==> config.mk <==
export PLATFORM = sky130hd
export DESIGN_NAME = ov7670_capture
export DESIGN_NICKNAME = d
export VERILOG_FILES = /design/src/rtl/ov7670_pkg.sv /design/src/rtl/ov7670_byte_pair.sv /design/src/rtl/ov7670_capture.sv
export SDC_FILE = /design/constraint.sdc
export NUM_CORES = 1
export LEC_CHECK = 0
export CORE_UTILIZATION = 50
export DETAILED_ROUTE_END_ITERATION = 8
export HOLD_SLACK_MARGIN = 0.03
export PLACE_DENSITY = 0.82
export SYNTH_ARGS = -nofsm -noshare
export SYNTH_HDL_FRONTEND = slang
export SYNTH_SLANG_ARGS = --single-unit
==> constraint.sdc <==
create_clock -name ov7670_pclk -period 4.9 [get_ports ov7670_pclk]
set_input_delay 0.49 -clock ov7670_pclk [delete_from_list [all_inputs] [get_ports ov7670_pclk]]
set_output_delay 0.49 -clock ov7670_pclk [all_outputs]
set_load 0.005 [all_outputs]
==> src/rtl/ov7670_pkg.sv <==
// Shared definitions for the OV7670 capture path: FSM encoding, VGA geometry
// and RGB565 field layout.
package ov7670_pkg;

    typedef enum logic [1:0] {
        ST_WAIT_VS = 2'd0,
        ST_VBLANK  = 2'd1,
        ST_ACTIVE  = 2'd2
    } cap_state_t;

    localparam int OV_H_ACTIVE = 640;
    localparam int OV_V_ACTIVE = 480;
    localparam int OV_ADDR_W   = 19;

    localparam int R_MSB = 15;
    localparam int R_LSB = 11;
    localparam int G_MSB = 10;
    localparam int G_LSB = 5;
    localparam int B_MSB = 4;
    localparam int B_LSB = 0;

    // The sensor sends R[4:0]G[5:3] first, then G[2:0]B[4:0].
    function automatic logic [15:0] rgb565_join(input logic [7:0] hi, input logic [7:0] lo);
        logic [15:0] w;
        w              = '0;
        w[R_MSB:R_LSB] = hi[7:3];
        w[G_MSB:G_LSB] = {hi[2:0], lo[7:5]};
        w[B_MSB:B_LSB] = lo[4:0];
        return w;
    endfunction

endpackage

==> src/rtl/ov7670_byte_pair.sv <==
// Two-phase byte assembler: holds the first byte of a pair and presents the
// completed 16-bit word combinationally while the second byte is on the bus.
module ov7670_byte_pair
    import ov7670_pkg::*;
(
    input  logic        clk,
    input  logic        rst_n,
    input  logic        clear,
    input  logic        sample_en,
    input  logic [7:0]  data,
    output logic [15:0] word,
    output logic        word_valid,
    output logic        phase
);

    logic       phase_reg;
    logic [7:0] high_reg;

    always_ff @(posedge clk or negedge rst_n) begin
        if (!rst_n) begin
            phase_reg <= 1'b0;
            high_reg  <= '0;
        end else if (clear) begin
            phase_reg <= 1'b0;
        end else if (sample_en) begin
            if (!phase_reg) begin
                high_reg <= data;
            end
            phase_reg <= ~phase_reg;
        end
    end

    assign word       = rgb565_join(high_reg, data);
    assign word_valid = sample_en & phase_reg & ~clear;
    assign phase      = phase_reg;

endmodule

==> src/rtl/ov7670_capture.sv <==
// OV7670 frame capture: pairs camera bytes into RGB565 pixels, tracks x/y and
// produces frame-buffer writes plus frame start/done/error markers.
module ov7670_capture
    import ov7670_pkg::*;
#(
    parameter int H_ACTIVE = OV_H_ACTIVE,
    parameter int V_ACTIVE = OV_V_ACTIVE,
    parameter int ADDR_W   = OV_ADDR_W
) (
    input  logic              ov7670_pclk,
    input  logic              rst_n,
    input  logic              ov7670_vsync,
    input  logic              ov7670_href,
    input  logic [7:0]        ov7670_data,
    output logic              wr_en,
    output logic [ADDR_W-1:0] wr_addr,
    output logic [15:0]       wr_data,
    output logic [9:0]        pix_x,
    output logic [8:0]        pix_y,
    output logic              frame_start,
    output logic              frame_done,
    output logic              frame_err
);

    localparam logic [9:0]        H_LIM  = 10'(H_ACTIVE);
    localparam logic [8:0]        V_LIM  = 9'(V_ACTIVE);
    localparam logic [ADDR_W-1:0] H_STEP = ADDR_W'(H_ACTIVE);
    localparam logic [9:0]        X_MAX  = 10'd1023;
    localparam logic [8:0]        Y_MAX  = 9'd511;

    cap_state_t state_reg, state_next;
    logic       start_evt;
    logic       done_evt;

    logic              href_prev_reg;
    logic [9:0]        x_reg;
    logic [8:0]        y_reg;
    logic [ADDR_W-1:0] addr_reg;
    logic [ADDR_W-1:0] line_base_reg;
    logic              err_reg;

    logic              wr_en_reg;
    logic [ADDR_W-1:0] wr_addr_reg;
    logic [15:0]       wr_data_reg;
    logic [9:0]        pix_x_reg;
    logic [8:0]        pix_y_reg;
    logic              frame_start_reg;
    logic              frame_done_reg;
    logic              frame_err_reg;

    logic        in_active;
    logic        sample_en;
    logic        line_end;
    logic        pair_clear;
    logic [15:0] pair_word;
    logic        pair_valid;
    logic        pair_phase;
    logic        pix_ok;

    // A vsync rise in ACTIVE takes priority: any href in that cycle is ignored.
    assign in_active  = (state_reg == ST_ACTIVE) && !ov7670_vsync;
    assign sample_en  = in_active && ov7670_href;
    assign line_end   = in_active && href_prev_reg && !ov7670_href;
    assign pair_clear = (state_reg != ST_ACTIVE) || line_end;
    assign pix_ok     = (x_reg < H_LIM) && (y_reg < V_LIM);

    ov7670_byte_pair u_byte_pair (
        .clk        (ov7670_pclk),
        .rst_n      (rst_n),
        .clear      (pair_clear),
        .sample_en  (sample_en),
        .data       (ov7670_data),
        .word       (pair_word),
        .word_valid (pair_valid),
        .phase      (pair_phase)
    );

    always_ff @(posedge ov7670_pclk or negedge rst_n) begin
        if (!rst_n) begin
            state_reg <= ST_WAIT_VS;
        end else begin
            state_reg <= state_next;
        end
    end

    always_comb begin
        state_next = state_reg;
        start_evt  = 1'b0;
        done_evt   = 1'b0;
        unique case (state_reg)
            ST_WAIT_VS: begin
                if (ov7670_vsync) begin
                    state_next = ST_VBLANK;
                end
            end
            ST_VBLANK: begin
                if (!ov7670_vsync) begin
                    state_next = ST_ACTIVE;
                    start_evt  = 1'b1;
                end
            end
            ST_ACTIVE: begin
                if (ov7670_vsync) begin
                    state_next = ST_VBLANK;
                    done_evt   = 1'b1;
                end
            end
            default: begin
                state_next = ST_WAIT_VS;
            end
        endcase
    end

    always_ff @(posedge ov7670_pclk or negedge rst_n) begin
        if (!rst_n) begin
            href_prev_reg   <= 1'b0;
            x_reg           <= '0;
            y_reg           <= '0;
            addr_reg        <= '0;
            line_base_reg   <= '0;
            err_reg         <= 1'b0;
            wr_en_reg       <= 1'b0;
            wr_addr_reg     <= '0;
            wr_data_reg     <= '0;
            pix_x_reg       <= '0;
            pix_y_reg       <= '0;
            frame_start_reg <= 1'b0;
            frame_done_reg  <= 1'b0;
            frame_err_reg   <= 1'b0;
        end else begin
            href_prev_reg   <= sample_en;
            wr_en_reg       <= 1'b0;
            frame_start_reg <= 1'b0;
            frame_done_reg  <= 1'b0;

            if (start_evt) begin
                x_reg           <= '0;
                y_reg           <= '0;
                addr_reg        <= '0;
                line_base_reg   <= '0;
                err_reg         <= 1'b0;
                frame_err_reg   <= 1'b0;
                frame_start_reg <= 1'b1;
            end else if (done_evt) begin
                frame_done_reg <= 1'b1;
                frame_err_reg  <= err_reg || (y_reg != V_LIM);
            end else if (pair_valid) begin
                if (pix_ok) begin
                    wr_en_reg   <= 1'b1;
                    wr_addr_reg <= addr_reg;
                    wr_data_reg <= pair_word;
                    pix_x_reg   <= x_reg;
                    pix_y_reg   <= y_reg;
                end
                // Overlong lines keep counting so the line-end check sees them.
                if (x_reg != X_MAX) begin
                    x_reg    <= x_reg + 10'd1;
                    addr_reg <= addr_reg + 1'b1;
                end
            end else if (line_end) begin
                if ((x_reg != H_LIM) || pair_phase) begin
                    err_reg <= 1'b1;
                end
                x_reg         <= '0;
                line_base_reg <= line_base_reg + H_STEP;
                addr_reg      <= line_base_reg + H_STEP;
                if (y_reg != Y_MAX) begin
                    y_reg <= y_reg + 9'd1;
                end
            end
        end
    end

    assign wr_en       = wr_en_reg;
    assign wr_addr     = wr_addr_reg;
    assign wr_data     = wr_data_reg;
    assign pix_x       = pix_x_reg;
    assign pix_y       = pix_y_reg;
    assign frame_start = frame_start_reg;
    assign frame_done  = frame_done_reg;
    assign frame_err   = frame_err_reg;

endmodule

==> impl_table.tex, run 1 <==
\begin{tabular}{lr}
\hline
Metric & Value \\
\hline
\multicolumn{2}{l}{\textbf{Detailed routing}} \\
First-pass iteration count of the detailed router & 7 \\
Routed wire length per instance & about 18 um \\
WL met2 & 6.574 mm \\
Via density per instance & 5.955 \\
Drt initial violations & about 400 \\
Total via count after detailed routing & approximately 4,400 \\
DRC violations left & 0 \\
Post-detailed-routing wire length & between 10 and 15 mm \\
Highest metal layer used by the detailed router & met4 \\
Remaining number of nets flagged by the antenna check after routing & 0 \\
M1 wire length & between 5 and 6 mm \\
Met3 WL & about 640 um \\
\multicolumn{2}{l}{\textbf{Synthesis}} \\
Combinational family with the most area after synthesis & simple AND/OR/NAND/NOR gates \\
Xor/xnor share of the synthesized area & under 10\% \\
Simple-gate share of the synthesized area & between 10\% and 20\% \\
Netlist area before placement & $\sim$5600 um\^{}2 \\
Top cell type by total area after synthesis & dfrtp\_1 \\
Synthesized instance count & $\sim$520 \\
Share of synthesized area spent on multiplexers & a little under an eighth \\
Async set or reset register ratio after synthesis & 100.0\% \\
Sequential area share after synthesis & between 50\% and 60\% \\
Most frequent cells after synthesis & dfrtp\_1, o21ai\_0, mux2\_2 \\
Number of nets in the synthesized netlist & 540 \\
Mean area per synthesized cell & $\sim$11 um\^{}2 \\
Synth top area share & between 50\% and 60\% \\
Seq cells post-synth & $\sim$120 \\
Adder and majority gate portion of the synthesized area & roughly 1.6\% \\
Synth Flop Type & dfrtp\_1 \\
Biggest area contributors in the synthesized netlist & dfrtp\_1, mux2\_2, o21ai\_0 \\
Fraction of the mapped netlist area in compound gates & around 14\% \\
Post-synth EDFFs & 0 \\
Yosys warnings & 0 \\
Most common cell in the synthesized netlist & dfrtp\_1 \\
Distinct cell type count of the synthesized netlist & 55 \\
\multicolumn{2}{l}{\textbf{Run}} \\
Max-capacitance violation count & 0 \\
\multicolumn{2}{l}{\textbf{Critical path}} \\
Slowest Stage Delay on Critical Path & $\sim$0.61 ns \\
Worst EP required & slightly above 5 ns \\
Cell family with the largest share of critical-path delay & simple AND/OR/NAND/NOR gates \\
Worst-path cell chain & clkdlybuf4s50\_1 > nor4bb\_1 > buf\_4 > and2\_4 > nand3\_4 > mux2\_1 \\
Worst reg2reg path startpoint & y\_reg[0]\$\_DFFE\_PN0P\_ \\
Critical Path Sink Type & register \\
Data arrival at the endpoint of the critical path & 3.07 ns \\
Length in cells of the worst reg-to-reg path & 9 \\
Slowest cell on the critical path & nand3\_4 \\
Worst-case register-to-register setup slack & roughly 2.3 ns \\
Count of buffering cells on the critical path with inverters included & 2 \\
Maximum fanout along the worst path & 62 \\
Worst setup path category & in2reg \\
Reg-to-reg endpoint & y\_reg[5]\$\_DFFE\_PN0P\_ \\
Element type at the critical path start & primary input \\
\multicolumn{2}{l}{\textbf{Timing}} \\
Crit path time final & $\sim$2.8 ns \\
Achievable Freq & between 300 and 400 MHz \\
Unrepaired setup endpoints after global routing & no \\
Max-slew headroom at the worst pin & between 30\% and 40\% \\
Final total negative setup slack & 0 ns \\
Worst clock skew & 0.007195 ns \\
Period Utilization, post-route & 56.92\% \\
Transition time at the pin with the least slew margin & about 0.97 ns \\
Setup violators final & 0 \\
PnR worst setup slack & approximately 2.1 ns \\
Number of failing hold endpoints at the final stage & 0 \\
Count of final max-slew check failures & 0 \\
\multicolumn{2}{l}{\textbf{Clock network}} \\
Number of buffers on the longest clock path & 2 \\
Number of clock buffers inserted by TritonCTS & 17 \\
Worst-Skew Late Latency & a little over 0.4 ns \\
Clock slew at the register clock pins of the worst setup and hold paths & about 0.060 ns \\
CTS resizes & 0 \\
Total setup buffers inserted after CTS & 0 \\
Hold-fix buffers, CTS & 0 \\
Number of sinks driven by the clock tree & $\sim$120 \\
Clock tree root driver cell & clkbuf\_16 \\
CTS tree & done \\
Deepest level of the CTS H-tree & 4 \\
\multicolumn{2}{l}{\textbf{Place}} \\
Number of buffers added on ports & between 60 and 70 \\
Placer congestion estimate & just under 0.9 \\
Sum of net half-perimeters after detailed placement & 8.043 mm \\
Worst-case setup slack after placement & around 1.7 ns \\
Inst Count DP & between 700 and 800 \\
\multicolumn{2}{l}{\textbf{Global routing}} \\
Remaining global-route overflow & 0 \\
GR Util All Layers & between 20\% and 30\% \\
Antenna violations before repair & 0 \\
Wire length of the first global-routing pass & about 22 mm \\
Vias in the first global route & 4,448 \\
Pin count of the biggest net entering global routing & 79 \\
\multicolumn{2}{l}{\textbf{Layout}} \\
Synth-to-Final Area Change & 23.53\% \\
Final Non-Filler Cells & between 700 and 800 \\
Share of layout cells above drive strength 1 & approximately 16\% \\
Net total in the final layout & roughly 600 \\
N\_diodes & 0 \\
Final design utilization & 63.73\% \\
\multicolumn{2}{l}{\textbf{Power}} \\
Tot Pwr & roughly 2900 uW \\
Static Leak & between 0.003 and 0.004 uW \\
Power per Cell Area & between 400 and 500 nW/um\^{}2 \\
Peak supply drop & approximately 0.00022 V \\
\multicolumn{2}{l}{\textbf{Die}} \\
Initial Util & between 50\% and 60\% \\
Core area & $\sim$11,000 um\^{}2 \\
Die span in y & 108.2 um \\
Area enclosed by the die boundary & approximately 12,000 um\^{}2 \\
I/O pin total & 70 \\
Die Wd & 108.2 um \\
Row Count & 38 \\
\multicolumn{2}{l}{\textbf{Status}} \\
Result of the run & finished clean \\
\multicolumn{2}{l}{\textbf{Min path}} \\
Worst Hold Class & in2async \\
\hline
\end{tabular}
worst max-delay path by stage:
stage / startpoint / endpoint / depth (start not counted)
5_1_grt: ov7670_vsync / wr_addr[0]$_DFFE_PN0P_ / 6
4_1_cts: ov7670_vsync / wr_addr[8]$_DFFE_PN0P_ / 6
2_1_floorplan: y_reg[0]$_DFFE_PN0P_ / y_reg[5]$_DFFE_PN0P_ / 9
3_3_place_gp: ov7670_vsync / wr_addr[1]$_DFFE_PN0P_ / 6
6_report: ov7670_vsync / wr_addr[8]$_DFFE_PN0P_ / 6
3_5_place_dp: ov7670_vsync / wr_addr[8]$_DFFE_PN0P_ / 6
area by class of cell:
cell class,instances,area (um^2)
Fill cell,809,3966
Sequential cell,121,3028
Multi-Input combinational cell,358,2409
Timing Repair Buffer,72,710.7
Clock buffer,18,429.2
Tap cell,140,175.2
Clock inverter,14,172.7
Inverter,12,45.04
logic make-up (layout without fill, tap and decap cells):
family | Yosys count | after routing
fa+ha+maj | 7 | 7
flops | 121 | 121
simple gates | 151 | 151
compound gates | 132 | 132
buf+inv | 42 | 116
xor+xnor | 11 | 11
mux | 57 | 57
per-layer routing:
| layer | up-vias | GRT usage, % |
|---|---|---|
| met4 | 0 | 9.198 |
| met2 | 167 | 40.13 |
| met5 | - | 0 |
| met3 | 32 | 5.425 |
| met1 | 2164 | 30.21 |
| li1 | 2014 | - |
report_power, final:
group,internal (uW),switching [uW]
clock,802,456
combinational,164,183
sequential,1110,136
per-stage QoR:
stage,cell area (um^2),hold WS [ns]
after global routing,6969,0.3109
after CTS,6969,0.2595
final,6969,0.2341
after floorplan,5642,0.1944
after detailed placement,6367,0.4710
after global placement,6367,0.4594
layout by cell type (no fill, tap or decap), drive strengths merged, types with 2 or more instances in the layout:
cell / instances
dfrtp: 121
clkdlybuf4s50: 68
o21ai: 63
mux2: 56
nand2: 44
nand3: 29
a21oi: 27
nor2: 22
clkbuf: 18
inv: 14
and3: 12
o31ai: 9
a31oi: 9
nand2b: 7
nand4: 7
ha: 7
nor3: 7
clkinv: 7
xnor2: 6
xor2: 5
a21o: 4
buf: 4
and2: 4
o21a: 3
and4: 3
nor4: 3
o41ai: 3
a211oi: 3
bufinv: 3
nand4b: 2
or3: 2
nor4b: 2
a41oi: 2
clkinvlp: 2
worst register-to-register path: cells and delay by family (launching register included):
family          cells  cell delay (ns)
compound gates      2             0.44
flops               1             0.42
simple gates        5             1.18
fa+ha+maj           2             0.43
Power figures use the tool's default switching activity.
==> run 2: changes to the inputs <==
- clock period: 4.9 -> 2.87 ns (I/O delays scaled with it)
==> run 2 against run 1 <==
  * Final cell count increased by 1.4%
  * Sequential cell count unchanged
  * Register-to-register slack got worse by 2.1 ns
  * Clock skew increased by 0.0017 ns
  * Non-clock buffer count increased by 10
  * Power increased by 82%
  * Setup slack got worse by 1.9 ns
  * Largest cell class unchanged
  * Largest power group unchanged
  * Highest routed layer unchanged
==> impl_table.tex, run 2 (synthesized netlist as in run 1, its figures left out) <==
\begin{tabular}{lr}
\hline
Metric & Value \\
\hline
\multicolumn{2}{l}{\textbf{Status}} \\
Result of the run & finished clean (unchanged) \\
\multicolumn{2}{l}{\textbf{Clock network}} \\
CTS resizes & 0 (unchanged) \\
Deepest level of the CTS H-tree & 4 (unchanged) \\
CTS tree & done (unchanged) \\
Clock tree root driver cell & clkbuf\_16 (unchanged) \\
Worst-Skew Late Latency & 0.42 ns (was 0.41 ns) \\
Number of sinks driven by the clock tree & 121 (unchanged) \\
Number of clock buffers inserted by TritonCTS & 17 (unchanged) \\
Number of buffers on the longest clock path & 2 (unchanged) \\
Clock slew at the register clock pins of the worst setup and hold paths & 0.05 ns (was 0.06 ns) \\
Total setup buffers inserted after CTS & 0 (unchanged) \\
\multicolumn{2}{l}{\textbf{Die}} \\
I/O pin total & 70 (unchanged) \\
Row Count & 38 (unchanged) \\
Die Wd & 108.2 um (unchanged) \\
Area enclosed by the die boundary & 11,710 um\^{}2 (unchanged) \\
Initial Util & 51.59\% (unchanged) \\
Die span in y & 108.2 um (unchanged) \\
Core area & 10,940 um\^{}2 (unchanged) \\
\multicolumn{2}{l}{\textbf{Critical path}} \\
Worst EP required & 3.17 ns (was 5.19 ns) \\
Worst reg2reg path startpoint & y\_reg[0]\$\_DFFE\_PN0P\_ (unchanged) \\
Origin of the worst setup path & y\_reg[0]\$\_DFFE\_PN0P\_ (was ov7670\_vsync) \\
Maximum fanout along the worst path & 12 (was 62) \\
Critical Path Sink Type & register (unchanged) \\
Element type at the critical path start & register (was primary input) \\
Data arrival at the endpoint of the critical path & 2.93 ns (was 3.07 ns) \\
Worst setup path category & reg2reg (was in2reg) \\
\multicolumn{2}{l}{\textbf{Timing}} \\
Transition time at the pin with the least slew margin & 0.7497 ns (was 0.9677 ns) \\
Max-slew headroom at the worst pin & 49.32\% (was 35.49\%) \\
Worst clock skew & 0.008872 ns (was 0.007195 ns) \\
Final total negative setup slack & 0 ns (unchanged) \\
Unrepaired setup endpoints after global routing & no (unchanged) \\
Count of final max-slew check failures & 0 (unchanged) \\
Setup violators final & 0 (unchanged) \\
Crit path time final & 2.630 ns \\
PnR worst setup slack & 0.2396 ns (was 2.111 ns) \\
Number of failing hold endpoints at the final stage & 0 (unchanged) \\
Achievable Freq & around 380 MHz \\
Period Utilization, post-route & 91.65\% \\
\multicolumn{2}{l}{\textbf{Global routing}} \\
Remaining global-route overflow & 0 (unchanged) \\
Pin count of the biggest net entering global routing & 55 (was 79) \\
Antenna violations before repair & 0 (unchanged) \\
Wire length of the first global-routing pass & 20.65 mm (was 21.78 mm) \\
GR Util All Layers & 22.85\% (was 23.96\%) \\
Vias in the first global route & 4,281 (was 4,448) \\
\multicolumn{2}{l}{\textbf{Place}} \\
Sum of net half-perimeters after detailed placement & 8.152 mm (was 8.043 mm) \\
Worst-case setup slack after placement & 0.2139 ns (was 1.672 ns) \\
Placer congestion estimate & 0.8944 (was 0.8721) \\
Inst Count DP & 712 (was 703) \\
Number of buffers added on ports & 69 (unchanged) \\
\multicolumn{2}{l}{\textbf{Layout}} \\
N\_diodes & 0 (unchanged) \\
Net total in the final layout & 611 (was 601) \\
Share of layout cells above drive strength 1 & 17.02\% (was 15.63\%) \\
Final Non-Filler Cells & 745 (was 735) \\
Most used cells in the layout excluding fill and tap cells & dfrtp\_1, clkdlybuf4s50\_1, o21ai\_0 (unchanged) \\
Synth-to-Final Area Change & 26.99\% (was 23.53\%) \\
Commonest non-fill, non-tap cell in the layout & dfrtp\_1 (unchanged) \\
\multicolumn{2}{l}{\textbf{Power}} \\
Static Leak & 0.003224 uW (was 0.003122 uW) \\
Internal cell power & 3908 uW (was 2079 uW) \\
Power per Cell Area & 725.3 nW/um\^{}2 (was 409.4 nW/um\^{}2) \\
Comb pwr share & 11.6\% (was 12.2\%) \\
Peak supply drop & 0.0003801 V (was 0.0002212 V) \\
Switching power share of the total & 24.79\% (was 27.13\%) \\
Sequential power share & 40.9\% (was 43.8\%) \\
Share of total power in the clock network & 47.5\% (was 44.1\%) \\
Net switching power of the design & 1288 uW (was 774.2 uW) \\
\multicolumn{2}{l}{\textbf{Detailed routing}} \\
Total via count after detailed routing & 4,381 (was 4,377) \\
Routed wire length per instance & 16.48 um (was 17.63 um) \\
DRC violations left & 0 (unchanged) \\
Remaining number of nets flagged by the antenna check after routing & 0 (unchanged) \\
Post-detailed-routing wire length & 12.27 mm (was 12.96 mm) \\
First-pass iteration count of the detailed router & 5 (was 7) \\
Via density per instance & 5.881 (was 5.955) \\
Drt initial violations & 279 (was 391) \\
\multicolumn{2}{l}{\textbf{Min path}} \\
Worst Hold Class & in2async (unchanged) \\
\multicolumn{2}{l}{\textbf{Run}} \\
Max-capacitance violation count & 0 (unchanged) \\
\hline
\end{tabular}
## run 2: cell count changes in the layout (fill, tap and decap cells not counted), sizes merged
cell,before,now
clkinv,7,2
bufinv,3,6
dlygate4sd3,0,1
buf,4,13
clkbuf,18,21
inv,14,13
## run 2: final timing paths
kind	endpoint	slack (ns)	depth (start not counted)
max	y_reg[5]$_DFFE_PN0P_	0.24	9
min in group ov7670_pclk	wr_addr[10]$_DFFE_PN0P_	0.48	2
max in group asynchronous	err_reg$_DFFE_PN0P_	1.61	3
min reg2reg	wr_addr[10]$_DFFE_PN0P_	0.48	2
min	wr_addr[1]$_DFFE_PN0P_	0.46	2
max reg2reg	y_reg[5]$_DFFE_PN0P_	0.24	9
## run 2: layout make-up
| class | count | area [um^2] |
|---|---|---|
| Sequential cell | 121 | 3028 |
| Fill cell | 807 | 3771 |
| Clock buffer | 21 | 480.5 |
| Multi-Input combinational cell | 358 | 2409 |
| Timing Repair Buffer | 82 | 813.3 |
| Tap cell | 140 | 175.2 |
| Clock inverter | 11 | 214.0 |
| Inverter | 12 | 45.04 |
## run 2: timing repair
action,4_1_cts,5_1_grt
hold buffers,1,0
endpoints found under the hold margin,52,0
setup endpoints to repair,0,0
## run 2: metal layers
metal  global-route usage (%)  wire length [um]
met1                    30.27              5386
met2                    36.40              5995
met4                    8.415               199
met3                    5.606               693
met5                        0                 0
## run 2: metrics by stage
step	utilization (%)	instance area (um^2)	hold slack, ns	total power, uW
finish	65.51	7164	0.4637	5196
global route	65.51	7164	0.4970	5412
CTS	65.51	7164	0.4803	5217
detailed placement	59.07	6460	0.3688	2730
global placement	59.07	6460	0.3564	2704
floorplan	-	5642	-0.008591	2484
## run 2: worst max-delay path, cell delays in order (launching register included)
cell      delay [ns]
dfrtp_1         0.41
ha_1            0.26
and3_1          0.21
and3_1          0.20
and3_1          0.19
ha_1            0.19
o21ai_0         0.16
nand2b_1        0.25
nand2b_1        0.35
o41ai_1         0.29
## run 2: power groups by stage
stage               combinational [uW]  clock [uW]  sequential, uW
CTS                                601        2500            2120
floorplan                          420           0            2060
finish                             602        2470            2130
detailed placement                 584           0            2150
global route                       669        2580            2160
global placement                   570           0            2130
==> run 3: changes to the inputs <==
- ABC_CLOCK_PERIOD_IN_PS: default -> 2870
- PLACE_DENSITY: 0.82 -> default
- PLACE_DENSITY_LB_ADDON: default -> 0.08
==> run 3 against run 2 <==
  * Clock power is 17% lower
  * Via count is 2.4% lower
  * Die area stayed put
  * Power is 8.1% lower
  * Wire length is 0.14% higher
  * Core utilization is 1.1 points lower
  * Non-clock buffer count stayed put
  * Register-to-register slack better by 0.05 ns
  * Final cell count stayed put
  * First-iteration DRC count is 30% higher
  * Maximum frequency is 1.9% higher
  * Clock skew hardly changed
  * Critical endpoint unchanged
  * Highest routed layer unchanged
==> impl_table.tex, run 3 (synthesized netlist as in run 1, its figures left out) <==
\begin{tabular}{lr}
\hline
Metric & Value \\
\hline
\multicolumn{2}{l}{\textbf{Layout}} \\
Commonest non-fill, non-tap cell in the layout & dfrtp\_1 (unchanged) \\
Most used cells in the layout excluding fill and tap cells & dfrtp\_1, clkdlybuf4s50\_1, o21ai\_0 (unchanged) \\
Final Non-Filler Cells & 745 (unchanged) \\
Share of layout cells above drive strength 1 & 16.86\% (was 17.02\%) \\
Synth-to-Final Area Change & 24.91\% (was 26.99\%) \\
Net total in the final layout & 611 (unchanged) \\
Layout fillers & 881 (was 807) \\
N\_diodes & 0 (unchanged) \\
\multicolumn{2}{l}{\textbf{Critical path}} \\
Critical Path Sink Type & register (unchanged) \\
Element type at the critical path start & register (unchanged) \\
Data arrival at the endpoint of the critical path & 2.88 ns (was 2.93 ns) \\
Slowest cell on the critical path & dfrtp\_1 (unchanged) \\
Worst-path cell chain & ha\_1 > and3\_1 > and3\_1 > and3\_1 > ha\_1 > o21ai\_0 > nand2b\_1 > nand2b\_1 > o41ai\_1 (unchanged) \\
Slowest Stage Delay on Critical Path & 0.41 ns (about the same) \\
Count of buffering cells on the critical path with inverters included & 0 (unchanged) \\
Worst EP required & 3.17 ns (about the same) \\
Worst setup path category & reg2reg (unchanged) \\
Cell family with the largest share of critical-path delay & simple AND/OR/NAND/NOR gates (unchanged) \\
Most repeated library cell on the critical path & and3\_1 (unchanged) \\
Maximum fanout along the worst path & 12 (unchanged) \\
\multicolumn{2}{l}{\textbf{Clock network}} \\
Clock tree root driver cell & clkbuf\_16 (unchanged) \\
Number of clock buffers inserted by TritonCTS & 17 (unchanged) \\
Number of buffers on the longest clock path & 2 (unchanged) \\
CTS resizes & 0 (unchanged) \\
Clock slew at the register clock pins of the worst setup and hold paths & 0.06 ns (was 0.05 ns) \\
Worst-Skew Late Latency & 0.41 ns (was 0.42 ns) \\
Total setup buffers inserted after CTS & 0 (unchanged) \\
Number of sinks driven by the clock tree & 121 (unchanged) \\
Hold-fix buffers, CTS & 1 (unchanged) \\
CTS tree & done (unchanged) \\
Deepest level of the CTS H-tree & 4 (unchanged) \\
\multicolumn{2}{l}{\textbf{Run}} \\
Max-capacitance violation count & 0 (unchanged) \\
\multicolumn{2}{l}{\textbf{Detailed routing}} \\
DRC violations left & 0 (unchanged) \\
Highest metal layer used by the detailed router & met4 (unchanged) \\
M1 wire length & 5.853 mm (was 5.386 mm) \\
WL met2 & 5.790 mm (was 5.995 mm) \\
Drt initial violations & 363 (was 279) \\
Via density per instance & 5.742 (was 5.881) \\
Post-detailed-routing wire length & 12.29 mm (was 12.27 mm) \\
Met3 WL & 496 um (was 693 um) \\
Total via count after detailed routing & 4,278 (was 4,381) \\
Routed wire length per instance & 16.50 um (was 16.48 um) \\
First-pass iteration count of the detailed router & 5 (unchanged) \\
Remaining number of nets flagged by the antenna check after routing & 0 (unchanged) \\
\multicolumn{2}{l}{\textbf{Die}} \\
Die span in y & 108.2 um (unchanged) \\
Initial Util & 51.59\% (unchanged) \\
Core area & 10,940 um\^{}2 (unchanged) \\
Row Count & 38 (unchanged) \\
Die Wd & 108.2 um (unchanged) \\
Area enclosed by the die boundary & 11,710 um\^{}2 (unchanged) \\
I/O pin total & 70 (unchanged) \\
\multicolumn{2}{l}{\textbf{Place}} \\
Number of buffers added on ports & 69 (unchanged) \\
Placer congestion estimate & 0.8996 (was 0.8944) \\
Sum of net half-perimeters after detailed placement & 8.295 mm (was 8.152 mm) \\
Inst Count DP & 712 (unchanged) \\
\multicolumn{2}{l}{\textbf{Global routing}} \\
Vias in the first global route & 4,057 (was 4,281) \\
Remaining global-route overflow & 0 (unchanged) \\
Antenna violations before repair & 0 (unchanged) \\
Wire length of the first global-routing pass & 20.51 mm (was 20.65 mm) \\
Pin count of the biggest net entering global routing & 64 (was 55) \\
GR Util All Layers & 23.00\% (was 22.85\%) \\
\multicolumn{2}{l}{\textbf{Timing}} \\
Number of failing hold endpoints at the final stage & 0 (unchanged) \\
Worst clock skew & 0.008543 ns (was 0.008872 ns) \\
Transition time at the pin with the least slew margin & 0.5945 ns (was 0.7497 ns) \\
Crit path time final & 2.581 ns (was 2.630 ns) \\
Final total negative setup slack & 0 ns (unchanged) \\
Achievable Freq & 387.4 MHz (was 380.2 MHz) \\
Max-slew headroom at the worst pin & 60.06\% (was 49.32\%) \\
Period Utilization, post-route & 89.93\% (was 91.65\%) \\
Unrepaired setup endpoints after global routing & no (unchanged) \\
Count of final max-slew check failures & 0 (unchanged) \\
Setup violators final & 0 (unchanged) \\
\multicolumn{2}{l}{\textbf{Min path}} \\
Worst Hold Class & in2async (unchanged) \\
\multicolumn{2}{l}{\textbf{Power}} \\
Peak supply drop & 0.0003661 V (was 0.0003801 V) \\
Power per Cell Area & 677.4 nW/um\^{}2 (was 725.3 nW/um\^{}2) \\
Static Leak & 0.003163 uW (was 0.003224 uW) \\
\multicolumn{2}{l}{\textbf{Status}} \\
Result of the run & finished clean (unchanged) \\
\hline
\end{tabular}
## run 3: changes by cell type in the layout (fill, tap and decap cells not counted)
| cell | before | now |
|---|---|---|
| bufinv_16 | 6 | 1 |
| clkinv_2 | 2 | 3 |
| clkbuf_1 | 0 | 1 |
| clkinvlp_4 | 2 | 4 |
| clkinv_4 | 0 | 1 |
## run 3: final timing paths
path,start,endpoint,slack [ns],cells past startpoint
max in group asynchronous,rst_n,href_prev_reg$_DFF_PN0_,1.74,3
setup reg to reg,y_reg[0]$_DFFE_PN0P_,y_reg[5]$_DFFE_PN0P_,0.29,9
hold / removal,rst_n,wr_data[12]$_DFFE_PN0P_,0.32,2
setup / recovery,y_reg[0]$_DFFE_PN0P_,y_reg[5]$_DFFE_PN0P_,0.29,9
min in group ov7670_pclk,wr_addr[14]$_DFFE_PN0P_,wr_addr[14]$_DFFE_PN0P_,0.48,2
hold reg to reg,wr_addr[14]$_DFFE_PN0P_,wr_addr[14]$_DFFE_PN0P_,0.48,2
## run 3: layer usage
metal,up-vias,GRT usage [%]
met3,19,5.124
met5,-,0
met4,0,7.436
met2,109,35.44
met1,2115,32.27
li1,2035,-
## run 3: stage by stage
step                      util, %  hold slack [ns]  worst slack, ns  cell area (um^2)  total power, uW
final                       64.44           0.3236           0.2889              7047             4774
after global routing        64.44           0.3631          0.06667              7047             4991
after CTS                   64.44           0.3172           0.2897              7047             4802
after detailed placement    59.07           0.2095           0.1873              6460             2747
after global placement      59.07           0.2105           0.2093              6460             2722
after floorplan                 -        -0.008591           0.7601              5642             2484
## run 3: area by class of cell
cell class / count / area [um^2] / share of cell area (%)
clock buffers: 22 / 484.2 / 6.871
clock inverters: 10 / 92.59 / 1.314
inverters: 12 / 45.04 / 0.6392
multi-input cells: 358 / 2409 / 34.18
flip-flops and latches: 121 / 3028 / 42.97
well taps: 140 / 175.2 / 2.486
repair buffers: 82 / 813.3 / 11.54
## run 3: report_power, final
part           internal (uW)  total [uW]  switching, uW
Combinational            288         604            316
Sequential              1900        2130            226
Clock                   1280        2040            762
